File: config.mk
export PLATFORM = sky130hd
export DESIGN_NAME = imem_boot_loader
export DESIGN_NICKNAME = d
export VERILOG_FILES = /design/src/rtl/imem_boot_loader.sv
export SDC_FILE = /design/constraint.sdc
export NUM_CORES = 1
export LEC_CHECK = 0
export CAP_MARGIN = 20
export CORE_MARGIN = 1
export CORE_UTILIZATION = 45
export DETAILED_ROUTE_END_ITERATION = 8
export PLACE_DENSITY = 0.87
export SYNTH_ARGS = -nofsm -noshare
export SYNTH_HDL_FRONTEND = slang
export SYNTH_SLANG_ARGS = --single-unit
File: constraint.sdc
create_clock -name i_clk -period 6.4 [get_ports i_clk]
set_clock_uncertainty 0.2 [all_clocks]
set_input_delay 1.6 -clock i_clk [delete_from_list [all_inputs] [get_ports i_clk]]
set_output_delay 1.6 -clock i_clk [all_outputs]
set_load 0.01 [all_outputs]
File: src/rtl/imem_boot_loader.sv
// Boot loader: assembles a little-endian byte stream into 32-bit words and writes them into
// instruction memory. The core is held on NOP_WORD until a load completes.
module imem_boot_loader #(
   parameter int          DEPTH    = 128,
   parameter logic [31:0] NOP_WORD = 32'h0000_0013
) (
   input  logic        i_clk,
   input  logic        i_rst,
   input  logic        i_start,
   input  logic [7:0]  i_len_words,
   input  logic        i_byte_valid,
   input  logic [7:0]  i_byte,
   output logic        o_byte_ready,
   output logic        o_we,
   output logic [6:0]  o_waddr,
   output logic [31:0] o_wdata,
   input  logic [31:0] i_mem_rd,
   output logic [31:0] o_fetch_rd,
   output logic        o_core_hold,
   output logic        o_busy,
   output logic        o_done,
   output logic        o_err
);

   typedef enum logic [1:0] {
      S_IDLE  = 2'd0,
      S_LOAD  = 2'd1,
      S_WRITE = 2'd2,
      S_DONE  = 2'd3
   } state_t;

   state_t      state_q, state_d;
   logic [7:0]  len_q, len_d;
   logic [6:0]  wcnt_q, wcnt_d;
   logic [1:0]  bidx_q, bidx_d;
   logic [31:0] asm_q, asm_d;
   logic        err_q, err_d;
   logic        len_ok;

   assign len_ok = (i_len_words != 8'd0) && ({24'd0, i_len_words} <= 32'(DEPTH));

   always_ff @(posedge i_clk or posedge i_rst) begin
      if (i_rst) begin
         state_q <= S_IDLE;
         len_q   <= 8'd0;
         wcnt_q  <= 7'd0;
         bidx_q  <= 2'd0;
         asm_q   <= 32'd0;
         err_q   <= 1'b0;
      end else begin
         state_q <= state_d;
         len_q   <= len_d;
         wcnt_q  <= wcnt_d;
         bidx_q  <= bidx_d;
         asm_q   <= asm_d;
         err_q   <= err_d;
      end
   end

   always_comb begin
      state_d = state_q;
      len_d   = len_q;
      wcnt_d  = wcnt_q;
      bidx_d  = bidx_q;
      asm_d   = asm_q;
      err_d   = 1'b0;
      case (state_q)
         S_IDLE, S_DONE: begin
            if (i_start) begin
               if (len_ok) begin
                  state_d = S_LOAD;
                  len_d   = i_len_words;
                  wcnt_d  = 7'd0;
                  bidx_d  = 2'd0;
               end else begin
                  err_d = 1'b1;
               end
            end
         end
         S_LOAD: begin
            if (i_byte_valid) begin
               asm_d[{bidx_q, 3'b000} +: 8] = i_byte;
               bidx_d = bidx_q + 2'd1;
               if (bidx_q == 2'd3) begin
                  state_d = S_WRITE;
               end
            end
         end
         S_WRITE: begin
            // len_q is at least 1, so the subtraction cannot underflow
            if ({1'b0, wcnt_q} == len_q - 8'd1) begin
               state_d = S_DONE;
            end else begin
               wcnt_d  = wcnt_q + 7'd1;
               state_d = S_LOAD;
            end
         end
         default: state_d = S_IDLE;
      endcase
   end

   assign o_byte_ready = (state_q == S_LOAD);
   assign o_we         = (state_q == S_WRITE);
   assign o_waddr      = wcnt_q;
   assign o_wdata      = asm_q;
   assign o_busy       = (state_q == S_LOAD) || (state_q == S_WRITE);
   assign o_done       = (state_q == S_DONE);
   assign o_core_hold  = (state_q != S_DONE);
   assign o_err        = err_q;
   assign o_fetch_rd   = o_core_hold ? NOP_WORD : i_mem_rd;

endmodule

==> results of run 1 <==
==> worst min-delay path by stage <==
| stage | from | to | slack [ns] | cells past startpoint |
|---|---|---|---|---|
| 6_report | o_wdata[26] | o_wdata[26] | 0.31 | 1 |
| 5_1_grt | o_wdata[9] | o_wdata[9] | 0.34 | 1 |
| 4_1_cts | o_wdata[31] | o_wdata[31] | 0.32 | 1 |
| 3_5_place_dp | o_wdata[25] | o_wdata[25] | 0.29 | 1 |
| 3_3_place_gp | o_wdata[21] | o_wdata[21] | 0.29 | 1 |
| 2_1_floorplan | len_q[6] | len_q[6] | 0.34 | 1 |
==> metrics by stage <==
stage / worst slack [ns] / area (sq um) / hold WS (ns) / utilization
floorplan: 2.73 / 2770 / 0.340 / -
global placement: 1.83 / 4110 / 0.288 / 0.694
detailed placement: 1.81 / 4110 / 0.291 / 0.694
CTS: 1.81 / 4200 / 0.317 / 0.710
global route: 1.81 / 4220 / 0.336 / 0.713
finish: 1.83 / 4220 / 0.310 / 0.713
==> cell families after synthesis <==
group,after synthesis,synth area share
DFF,52,0.469
xor gates and xnor gates,8,0.0253
AOI/OAI and AO/OA,65,0.191
adders and majority gates,12,0.0541
muxes,7,0.0347
and+or+nand+nor,85,0.194
buffers and inverters,20,0.0325
==> area by class of cell <==
| cell class | instances | area, sq um | area share |
|---|---|---|---|
| Clock inverter | 3 | 25.0 | 0.00592 |
| Multi-Input combinational cell | 177 | 1390 | 0.329 |
| Sequential cell | 52 | 1300 | 0.308 |
| Clock buffer | 5 | 68.8 | 0.0163 |
| Inverter | 12 | 45.0 | 0.0107 |
| Timing Repair Buffer | 129 | 1300 | 0.308 |
| Tap cell | 75 | 93.8 | 0.0222 |
==> layer usage <==
metal,vias up,GRT usage,routed length [um]
li1,1162,-,-
met1,1226,0.309,3210
met2,98,0.430,3880
met3,10,0.0568,639
met4,0,0.0768,109
met5,-,0,0
==> registers in the layout (all words and copies together) (netlist names) <==
signal,flops
o_err,1
len_q,8
o_waddr,7
bidx_q,2
o_wdata,32
state_q,2
==> synth_stat cells, drive strengths merged, types with 2 or more instances <==
master / instances / area, sq um
and3: 2 / 17.5
and2: 30 / 190
nand2: 13 / 48.8
nor2: 8 / 30.0
a21oi: 2 / 10.0
nand2b: 3 / 18.8
o41ai: 3 / 33.8
a22o: 34 / 298
ha: 12 / 150
or2: 2 / 12.5
nand3: 7 / 35.0
dfrtp: 52 / 1300
a211o: 3 / 26.3
nor4: 4 / 40.0
clkbuf: 6 / 22.5
o21ai: 13 / 68.8
nor4b: 3 / 45.0
o211ai: 2 / 15.0
xnor2: 7 / 61.3
buf: 2 / 22.5
inv: 12 / 45.0
or3: 5 / 36.3
a31oi: 2 / 27.5
mux2: 6 / 86.3
==> power groups by stage <==
stage | logic [mW] | clock network (mW) | registers, mW
3_5_place_dp | 0.866 | 0 | 0.560
2_1_floorplan | 0.447 | 0 | 0.580
3_3_place_gp | 0.844 | 0 | 0.554
5_1_grt | 0.938 | 0.213 | 0.572
4_1_cts | 0.872 | 0.204 | 0.554
6_report | 0.867 | 0.200 | 0.555
==> metrics.yaml, run 1 <==
status: "finished clean"
cp_num_buf_inv: 2
overflow: 0
r2r_start: "state_q[0]"
clock_path_buffers: 2
gp_congestion: 0.823
cts.sinks: 52
antenna_found_initial: 0
die_h_um: 80.5
postCtsSetupRepairBufs: 0
coreArea_sq_um: 5920
max_freq_ghz: 0.219
wl_per_cell_um: 17.3
netSwitchingFraction: 0.376
rows: 28
period_minus_slack_ns: 4.57
grt_start_max_net_pins: 53
syn_nets: 313
startpoint: "i_mem_rd[6]"
r2r_cells: 7
power_leakage_nw: 1.78
grt_pass1_wl_um: 12300
crit_top_cell: "clkdlybuf4s50_1"
ff2ff_setup_slack_ns: 3.57
grt_usage: 0.250
place_inst: 444
grt_pass1_vias: 2447
crit_path_end_kind: "output pin"
power_density_nw_per_um2: 384
peakVddDrop_mv: 0.248
hold_buffers: 0
path_cells: "clkdlybuf4s50_1 > and2_1 > clkdlybuf4s50_1"
syn_area_sq_um: 2770
synthFlopType: "dfrtp_1"
p_int_mw: 1.01
max_stage_delay_ns: 0.59
required_ns: 4.60
ys_warn_count: 0
die_w_um: 80.5
wl_um: 7840
fin_crit_sh: 0.714
crit_slowest_cell: "clkdlybuf4s50_1"
combinationalPowerShare: 0.534
avgSynthCellArea_sq_um: 11.1
n_fill_cell: 436
crit_cells: 3
synth_async_sr_flop_share: 1.00
htree_levels: 2
cp_max_fo: 1
remaining_drc_errors: 0
start_kind: "primary input"
cts-buffers-inserted: 5
hpwlAfterDp_um: 5840
ys_types: 49
num_vias: 2496
seqPwrFrac: 0.342
synth-edff-count: 0
cp.arrival_ns: 2.77
slew_violations: 0
netlist_instances: 249
portBuffers: 128
power.switching_mw: 0.609
drt_iter0_drc: 148
start_util: 0.469
rsz0062_at_grt: "no"
antenna_left: 0
io_pins: 129
root_buffer: "clkbuf_8"
hp-class: "flip-flop to flip-flop"
die_area_sq_um: 6480
drt_pre_antenna_iters: 4
postCtsResizedCells: 0
pwr-share-clk: 0.123
worstSetupPathType: "primary input to output pin"
num_antenna_cells: 0
total_power_mw: 1.62
cts_tree: "built"
syn2layout_area_growth_pct: 52.3
setup_violations: 0
clkTransAtPathRegs_ns: 0.10
via_per_inst: 5.51
synth-seq-area-share: 0.469
final_cells: 453
crit_end: "o_fetch_rd[6]"
synth_seq_cells: 52
crit_family: "buffers and inverters"
r2r-end: "o_waddr[0]"
nNetsFinal: 441
clk_latency_ns: 0.32
setup_tns_ns: 0
mostFrequentLayoutCells: "128 x clkdlybuf4s50_1, 52 x dfrtp_1, 34 x a22o_1, 29 x and2_1, 13 x nand2_1"
drive_above_1_share: 0.0820
worstMarginPinSlew_ns: 0.915
timing.max_cap.violations: 0
relSlewSlack: 0.388
final_common_cell: "clkdlybuf4s50_1"
finalHoldViolCount: 0
(Power assumes the default switching activity.)
==> run 2, diff against run 1 <==
- CORE_UTILIZATION: 45 -> 42
- PLACE_DENSITY: 0.87 -> 0.82
- clock period: 6.4 -> 4.5 ns (I/O delays scaled with it)
==> run 2 against run 1 <==
Sequential share of layout area fell by 0.21 points. Core utilization fell by 4.4 points. Clock-buffer cell count rose by 1. Cell count rose by 0.88%. Routed wire length fell by 2.8%. Power rose by 44%. Setup slack got worse by 0.93 ns. Largest cell class unchanged.
==> metrics.yaml, run 2 (same netlist as run 1, synthesis figures left out) <==
num_antenna_cells: 0
timing.max_cap.violations: 0
crit_family: "buffers and inverters"
multi_input_area_sq_um: 1380
final_common_cell: "clkdlybuf4s50_1"
finalHoldViolCount: 0
antenna_left: 0
netSwitchingFraction: 0.361
slew_violations: 0
grt_start_max_net_pins: 53
hold_ws_ns: 0.318
pwr-share-clk: 0.137
clk_latency_ns: 0.30
p_int_mw: 1.49
finalInstanceArea_sq_um: 4250
antenna_found_initial: 0
die_w_um: 83.3
die_h_um: 83.3
required_ns: 3.17
relSlewSlack: 0.424
cts-buffers-inserted: 5
wl_um: 7620
grt_pass1_vias: 2390
max_stage_delay_ns: 0.54
cp.arrival_ns: 2.28
fin_crit_sh: 0.800
seqPwrFrac: 0.340
rows: 29
start_kind: "primary input"
crit_path_end_kind: "output pin"
worstMarginPinSlew_ns: 0.861
htree_levels: 2
root_buffer: "clkbuf_8"
cts_tree: "built"
nNetsFinal: 443
max_freq_ghz: 0.278
cts.sinks: 52
status: "finished clean"
mostFrequentLayoutCells: "128 x clkdlybuf4s50_1, 52 x dfrtp_1, 34 x a22o_1, 29 x and2_1, 13 x nand2_1"
setup_tns_ns: 0
largest_reg_flops: 32
hpwlAfterDp_um: 5670
gp_congestion: 0.791
postCtsSetupRepairBufs: 0
setup_violations: 0
hp-class: "flip-flop to flip-flop"
via_per_inst: 5.49
peakVddDrop_mv: 0.328
period_minus_slack_ns: 3.60
cp_num_buf_inv: 2
syn2layout_area_growth_pct: 53.3
grt_usage: 0.219
cp_max_fo: 1
start_util: 0.437
hold_buffers: 0
path_cells: "clkdlybuf4s50_1 > nand2b_1 > clkdlybuf4s50_1"
power_leakage_nw: 1.81
wl_per_cell_um: 16.7
overflow: 0
grt_pass1_wl_um: 12300
n_fill_cell: 494
clock_path_buffers: 2
die_area_sq_um: 6930
combinationalPowerShare: 0.523
crit_slowest_cell: "clkdlybuf4s50_1"
crit_top_cell: "clkdlybuf4s50_1"
postCtsResizedCells: 0
clkTransAtPathRegs_ns: 0.09
remaining_drc_errors: 0
power.switching_mw: 0.844
rsz0062_at_grt: "no"
portBuffers: 128
num_vias: 2509
place_area_sq_um: 4120
coreArea_sq_um: 6350
io_pins: 129
drive_above_1_share: 0.0816
drt_pre_antenna_iters: 4
power_density_nw_per_um2: 550
ff_latch_area_sq_um: 1300
worstSetupPathType: "primary input to output pin"
drt_iter0_drc: 94
final_util: 0.670
## run 2: cell types whose count changed in the layout (fill, tap and decap cells not counted), sizes merged
| cell | previous run | this run |
|---|---|---|
| inv | 14 | 13 |
| bufinv | 0 | 1 |
| clkinvlp | 1 | 0 |
| clkbuf | 5 | 6 |
| buf | 1 | 3 |
## run 2: worst register-to-register path, cell delays in order, from the launching register on
cell	delay [ns]
dfrtp_1	0.44
inv_1	0.08
ha_1	0.35
inv_1	0.21
nor4_1	0.38
o2111a_1	0.38
or3_1	0.32
mux2_4	0.33
## run 2: worst paths after layout
path / cells after the start / end / slack (ns) / startpoint
min in group asynchronous: 2 / o_wdata[31] / 0.85 / i_rst
setup reg to reg: 7 / o_waddr[0] / 1.70 / state_q[0]
setup / recovery: 3 / o_fetch_rd[0] / 0.90 / i_mem_rd[0]
max in group asynchronous: 3 / len_q[2] / 2.75 / i_rst
hold / removal: 1 / o_wdata[30] / 0.32 / o_wdata[30]
hold reg to reg: 1 / o_wdata[30] / 0.32 / o_wdata[30]
## run 2: per-layer routing
layer / share of wire / GRT usage / routed length [um] / vias to the layer above
met5: 0 / 0 / 0 / -
met4: 0.0085 / 0.0517 / 65 / 0
met1: 0.43 / 0.283 / 3280 / 1238
met2: 0.51 / 0.375 / 3860 / 95
li1: - / - / - / 1171
met3: 0.054 / 0.0457 / 410 / 5
## run 2: through the flow
step | cells | setup slack (ns) | total power [mW]
3_3_place_gp | 448 | 0.707 | 1.98
6_report | 457 | 0.899 | 2.34
5_1_grt | 457 | 0.780 | 2.48
3_5_place_dp | 448 | 0.638 | 2.02
2_1_floorplan | 249 | 1.30 | 1.46
4_1_cts | 456 | 0.880 | 2.35
## run 2: cell type report
cell class                      count  share of cell area
Timing Repair Buffer              131               0.310
Tap cell                           77              0.0227
Multi-Input combinational cell    177               0.325
Clock inverter                      2             0.00912
Clock buffer                        6              0.0171
Sequential cell                    52               0.306
Inverter                           12              0.0106
## run 2: power groups by stage
| stage | clock network, mW | registers [mW] | logic, mW |
|---|---|---|---|
| final | 0.320 | 0.795 | 1.22 |
| after CTS | 0.330 | 0.792 | 1.23 |
| after global routing | 0.346 | 0.817 | 1.32 |
| after detailed placement | 0 | 0.798 | 1.22 |
| after global placement | 0 | 0.794 | 1.19 |
| after floorplan | 0 | 0.825 | 0.636 |
==> run 3, diff against run 2 <==
- CORE_UTILIZATION: 42 -> 37
- PLACE_DENSITY: 0.82 -> 0.76
- clock period: 4.5 -> 3.15 ns (I/O delays scaled with it)
==> run 3 against run 2 <==
Non-clock buffer count up 14. Routed wire length is 5.5% higher. Sequential share of layout area decreased by 0.77 points. Largest power group unchanged.
==> metrics.yaml, run 3 (same netlist as run 1, synthesis figures left out) <==
mostFrequentLayoutCells: "128 x clkdlybuf4s50_1, 52 x dfrtp_1, 34 x a22o_1, 29 x and2_1, 16 x buf_4"
root_buffer: "clkbuf_8"
finalInstanceArea_sq_um: 4360
final_common_cell: "clkdlybuf4s50_1"
coreArea_sq_um: 7250
cts.sinks: 52
overflow: 0
clock_path_buffers: 2
die_w_um: 88.6
remaining_drc_errors: 0
syn2layout_area_growth_pct: 57.3
grt_pass1_vias: 2349
largest_reg_flops: 32
r2r_start: "state_q[0]"
place_area_sq_um: 4270
finalHoldViolCount: 0
combinationalPowerShare: 0.549
fin_crit_sh: 0.943
status: "finished clean"
drt_pre_antenna_iters: 4
p_int_mw: 2.12
slew_violations: 0
drive_above_1_share: 0.114
rsz0062_at_grt: "no"
portBuffers: 128
hold_buffers: 0
layout_setup_ws_ns: 0.179
grt_start_max_net_pins: 35
nNetsFinal: 457
wl_per_cell_um: 16.3
period_minus_slack_ns: 2.97
cts-buffers-inserted: 5
antenna_left: 0
peakVddDrop_mv: 0.316
postCtsSetupRepairBufs: 0
io_pins: 129
htree_levels: 2
max_freq_ghz: 0.337
min_from: "o_wdata[29]"
hp-class: "flip-flop to flip-flop"
required_ns: 3.17
power_density_nw_per_um2: 771
grt_pass1_wl_um: 12000
cts_tree: "built"
power_leakage_nw: 1.86
grt_usage: 0.206
antenna_found_initial: 0
drt_iter0_drc: 204
die_h_um: 88.6
postCtsResizedCells: 0
via_per_inst: 5.16
hpwlAfterDp_um: 6230
crit_path_end_kind: "flip-flop"
worstSetupPathType: "primary input to flip-flop"
netSwitchingFraction: 0.370
rows: 31
cp.arrival_ns: 2.99
gp_congestion: 0.776
num_antenna_cells: 0
num_vias: 2543
start_kind: "primary input"
hold_ws_ns: 0.312
clkTransAtPathRegs_ns: 0.09
die_area_sq_um: 7850
power.switching_mw: 1.25
timing.max_cap.violations: 0
place_ws_ns: -0.116
cp_max_fo: 5
wl_um: 8040
clk_latency_ns: 0.31
pwr-share-clk: 0.114
final_util: 0.602
setup_violations: 0
start_util: 0.382
worstMarginPinSlew_ns: 0.525
relSlewSlack: 0.649
startpoint: "i_len_words[3]"
seqPwrFrac: 0.338
==> run 3: cell types whose count changed in the layout (fill, tap and decap cells not counted) <==
cell,before,now
buf_4,2,16
bufinv_16,1,0
clkinv_4,0,1
clkinvlp_4,0,1
inv_6,1,0
==> run 3: critical path: stages <==
cell,delay (ns)
clkdlybuf4s50_1,0.44
or4_4,0.56
o21ai_2,0.23
a31oi_4,0.13
or3_1,0.43
buf_4,0.19
o31ai_1,0.22
==> run 3: worst paths after layout <==
check / endpoint / slack (ns) / cells after the start
worst max-delay path: o_waddr[2] / 0.18 / 7
worst min-delay path: o_wdata[29] / 0.31 / 1
worst max register to register: o_waddr[0] / 0.54 / 7
worst min register to register: o_wdata[29] / 0.31 / 1
max in group asynchronous: o_wdata[24] / 1.59 / 3
min in group asynchronous: len_q[7] / 0.62 / 2
==> run 3: metal layers <==
| layer | global-route usage | vias up | wire (um) |
|---|---|---|---|
| li1 | - | 1192 | - |
| met1 | 0.255 | 1252 | 3330 |
| met2 | 0.364 | 92 | 4010 |
| met3 | 0.0438 | 7 | 611 |
| met4 | 0.0543 | 0 | 89 |
| met5 | 0 | - | 0 |
==> run 3: power groups by stage <==
stage | Sequential (mW) | Combinational, mW | Clock, mW
2_1_floorplan | 1.18 | 0.909 | 0
3_3_place_gp | 1.14 | 1.81 | 0
3_5_place_dp | 1.14 | 1.86 | 0
4_1_cts | 1.13 | 1.87 | 0.391
5_1_grt | 1.17 | 1.99 | 0.417
6_report | 1.14 | 1.85 | 0.383
==> run 3: area by class of cell <==
cell class	count	area [sq um]
Sequential cell	52	1300
Inverter	12	45.0
Timing Repair Buffer	145	1420
Tap cell	99	124
Clock inverter	2	16.3
Clock buffer	6	72.6
Fill cell	624	2890
Multi-Input combinational cell	177	1380
==> run 3: through the flow <==
stage / std cells / power [mW] / TNS (ns)
floorplan: 249 / 2.09 / 0
global placement: 485 / 2.95 / -0.513
detailed placement: 485 / 3.00 / -0.906
CTS: 493 / 3.39 / 0
global route: 493 / 3.58 / 0
finish: 493 / 3.36 / 0
==> RTL change (config.mk and constraints of run 2) <==
Make the reset (`i_rst`) synchronous in one clocked block.
--- a/src/rtl/imem_boot_loader.sv
+++ b/src/rtl/imem_boot_loader.sv
@@ -41,3 +41,3 @@
 
-   always_ff @(posedge i_clk or posedge i_rst) begin
+   always_ff @(posedge i_clk) begin
       if (i_rst) begin
Formal check against the unedited RTL: differs if i_rst is asserted again (counterexample within 4 cycles, from zero or initial values and one cycle with i_rst high); with i_rst held inactive, the same outputs for 10 cycles.
==> RTL change against run 2 <==
Final area fell by 2.7%. Sequential cell count unchanged. Utilization rose by 1.3 points. Synthesized area decreased by 2.6%. Setup slack better by 0.011 ns. Routed wire length shrank 2.5%.
Power is not compared: it rests on default switching activity, and its combinational part moved more than twofold at a synthesized area within 25%.
==> RTL change: results (changes against run 2) <==
| Metric | Value |
|---|---|
| Reg2reg setup slack | `1.39 ns (was 1.70 ns)` |
| GR Util met2 | `37.3% (was 37.5%)` |
| Worst Tran Pin Value | `1.02 ns (was 0.861 ns)` |
| Layout cells sized above 1 | `5.72% (was 8.16%)` |
| Largest net degree at the start of global routing | `62 (was 53)` |
| Reg2Reg Depth | `8 (was 7)` |
| Fillers | `507 (was 494)` |
| Clock Tree Root | `clkbuf_8 (unchanged)` |
| Slowest cell on crit path | `clkdlybuf4s50_1 (unchanged)` |
| Yosys cell types | `46 (was 49)` |
| Met3 GRT Util | `3.85% (was 4.57%)` |
| Mux cell area share after synthesis | `3.38% (was 3.47%)` |
| ANT cells | `0 (unchanged)` |
| Highest Signal Layer | `met4 (unchanged)` |
| Switching share of power | `29.5%` |
| Total number of vias | `2696 (was 2509)` |
| Dpl cell area | `0.00405 sq mm (was 0.00412 sq mm)` |
| Post-placement setup slack | `0.700 ns (was 0.638 ns)` |
| Worst Hold Depth | `2 (was 1)` |
| List of most frequent post-synthesis cells | `dfxtp_1, nor2_1, a22oi_1 (was dfrtp_1, a22o_1, and2_1)` |
| Synth Area in Compound Gates | `17.9% (was 19.1%)` |
| Met3 Wirelength | `637 um (was 410 um)` |
| Initial DRC count | `137 (was 94)` |
| Hold path endpoint | `o_wdata[2] (was o_wdata[30])` |
| Synth Area in XOR/XNOR | `3.80% (was 2.53%)` |
| Biggest cell delay along the critical path | `0.56 ns (was 0.54 ns)` |
| Vias in the first global route | `2448 (was 2390)` |
| Worst hold slack | `0.318 ns (about the same)` |
| Post-DR vias/cell | `5.27 (was 5.49)` |
| Top_reg_cell synth | `dfxtp_1 (was dfrtp_1)` |
| FFs w/ async S/R, synth | `0% (was 100%)` |
| Register area share after synthesis | `38.5% (was 46.9%)` |
| Crit path DAT | `2.26 ns (was 2.28 ns)` |
| Ys Warns | `0 (unchanged)` |
| Clock buffer depth | `2 (unchanged)` |
| Worst R2R Start | `len_q[0] (was state_q[0])` |
| Hold_sp | `o_wdata[2] (was o_wdata[30])` |
| WL met2 | `3610 um (was 3860 um)` |
| Worst Setup SP | `i_mem_rd[6] (was i_mem_rd[0])` |
| Fin nets | `500 (was 443)` |
| Mapped Cells | `308 (was 249)` |
| Crit path capture | `o_fetch_rd[6] (was o_fetch_rd[0])` |
| Post-Synth Adder-Cell Area | `5.56% (was 5.41%)` |
| HPWL after DPL | `5670 um (about the same)` |
| Overall Global Routing Usage | `22.1% (was 21.9%)` |
| Routed WL | `7430 um (was 7620 um)` |
| Met1 Use GR | `27.7% (was 28.3%)` |
| First-pass GRT wire length | `11500 um (was 12300 um)` |
| Final min period | `3.59 ns (was 3.60 ns)` |
| Inserted Clock Buffers | `5 (unchanged)` |
| M1 WL | `3020 um (was 3280 um)` |
| Synth Net Count | `372 (was 313)` |
| R2R Path End | `o_waddr[0] (unchanged)` |
| Largest cells by area after synthesis | `dfxtp_1, a22oi_1, nor2_1 (was dfrtp_1, a22o_1, and2_1)` |
| Placer Congestion | `0.796 (was 0.791)` |
| Largest register FFs | `32 (unchanged)` |
| Outcome | `finished, final reports clean (unchanged)` |
==> RTL change: cell count changes in the layout (fill, tap and decap cells not counted), sizes merged, moves of 5 or more <==
| cell | delta |
|---|---|
| dfrtp | -52 |
| o21ai | -8 |
| a22oi | +32 |
| dfxtp | +52 |
| a22o | -34 |
| o32ai | +5 |
| mux2i | +7 |
| nor2 | +42 |
| mux2 | -5 |
==> RTL change: power by group through the flow <==
| stage | Clock (uW) | Sequential (uW) | Combinational, uW |
|---|---|---|---|
| floorplan | 0 | 500 | 145 |
| global placement | 0 | 500 | 243 |
| detailed placement | 0 | 500 | 249 |
| CTS | 278 | 490 | 250 |
| global route | 293 | 492 | 274 |
| finish | 274 | 489 | 250 |
==> RTL change: area by class of cell <==
cell class	instances	area (sq um)	share of cell area [%]
Inverter	13	48.8	1.18
Clock buffer	6	72.6	1.75
Multi-Input combinational cell	230	1550	37.4
Timing Repair Buffer	134	1320	31.9
Tap cell	75	93.8	2.27
Sequential cell	52	1040	25.2
Clock inverter	2	13.8	0.333
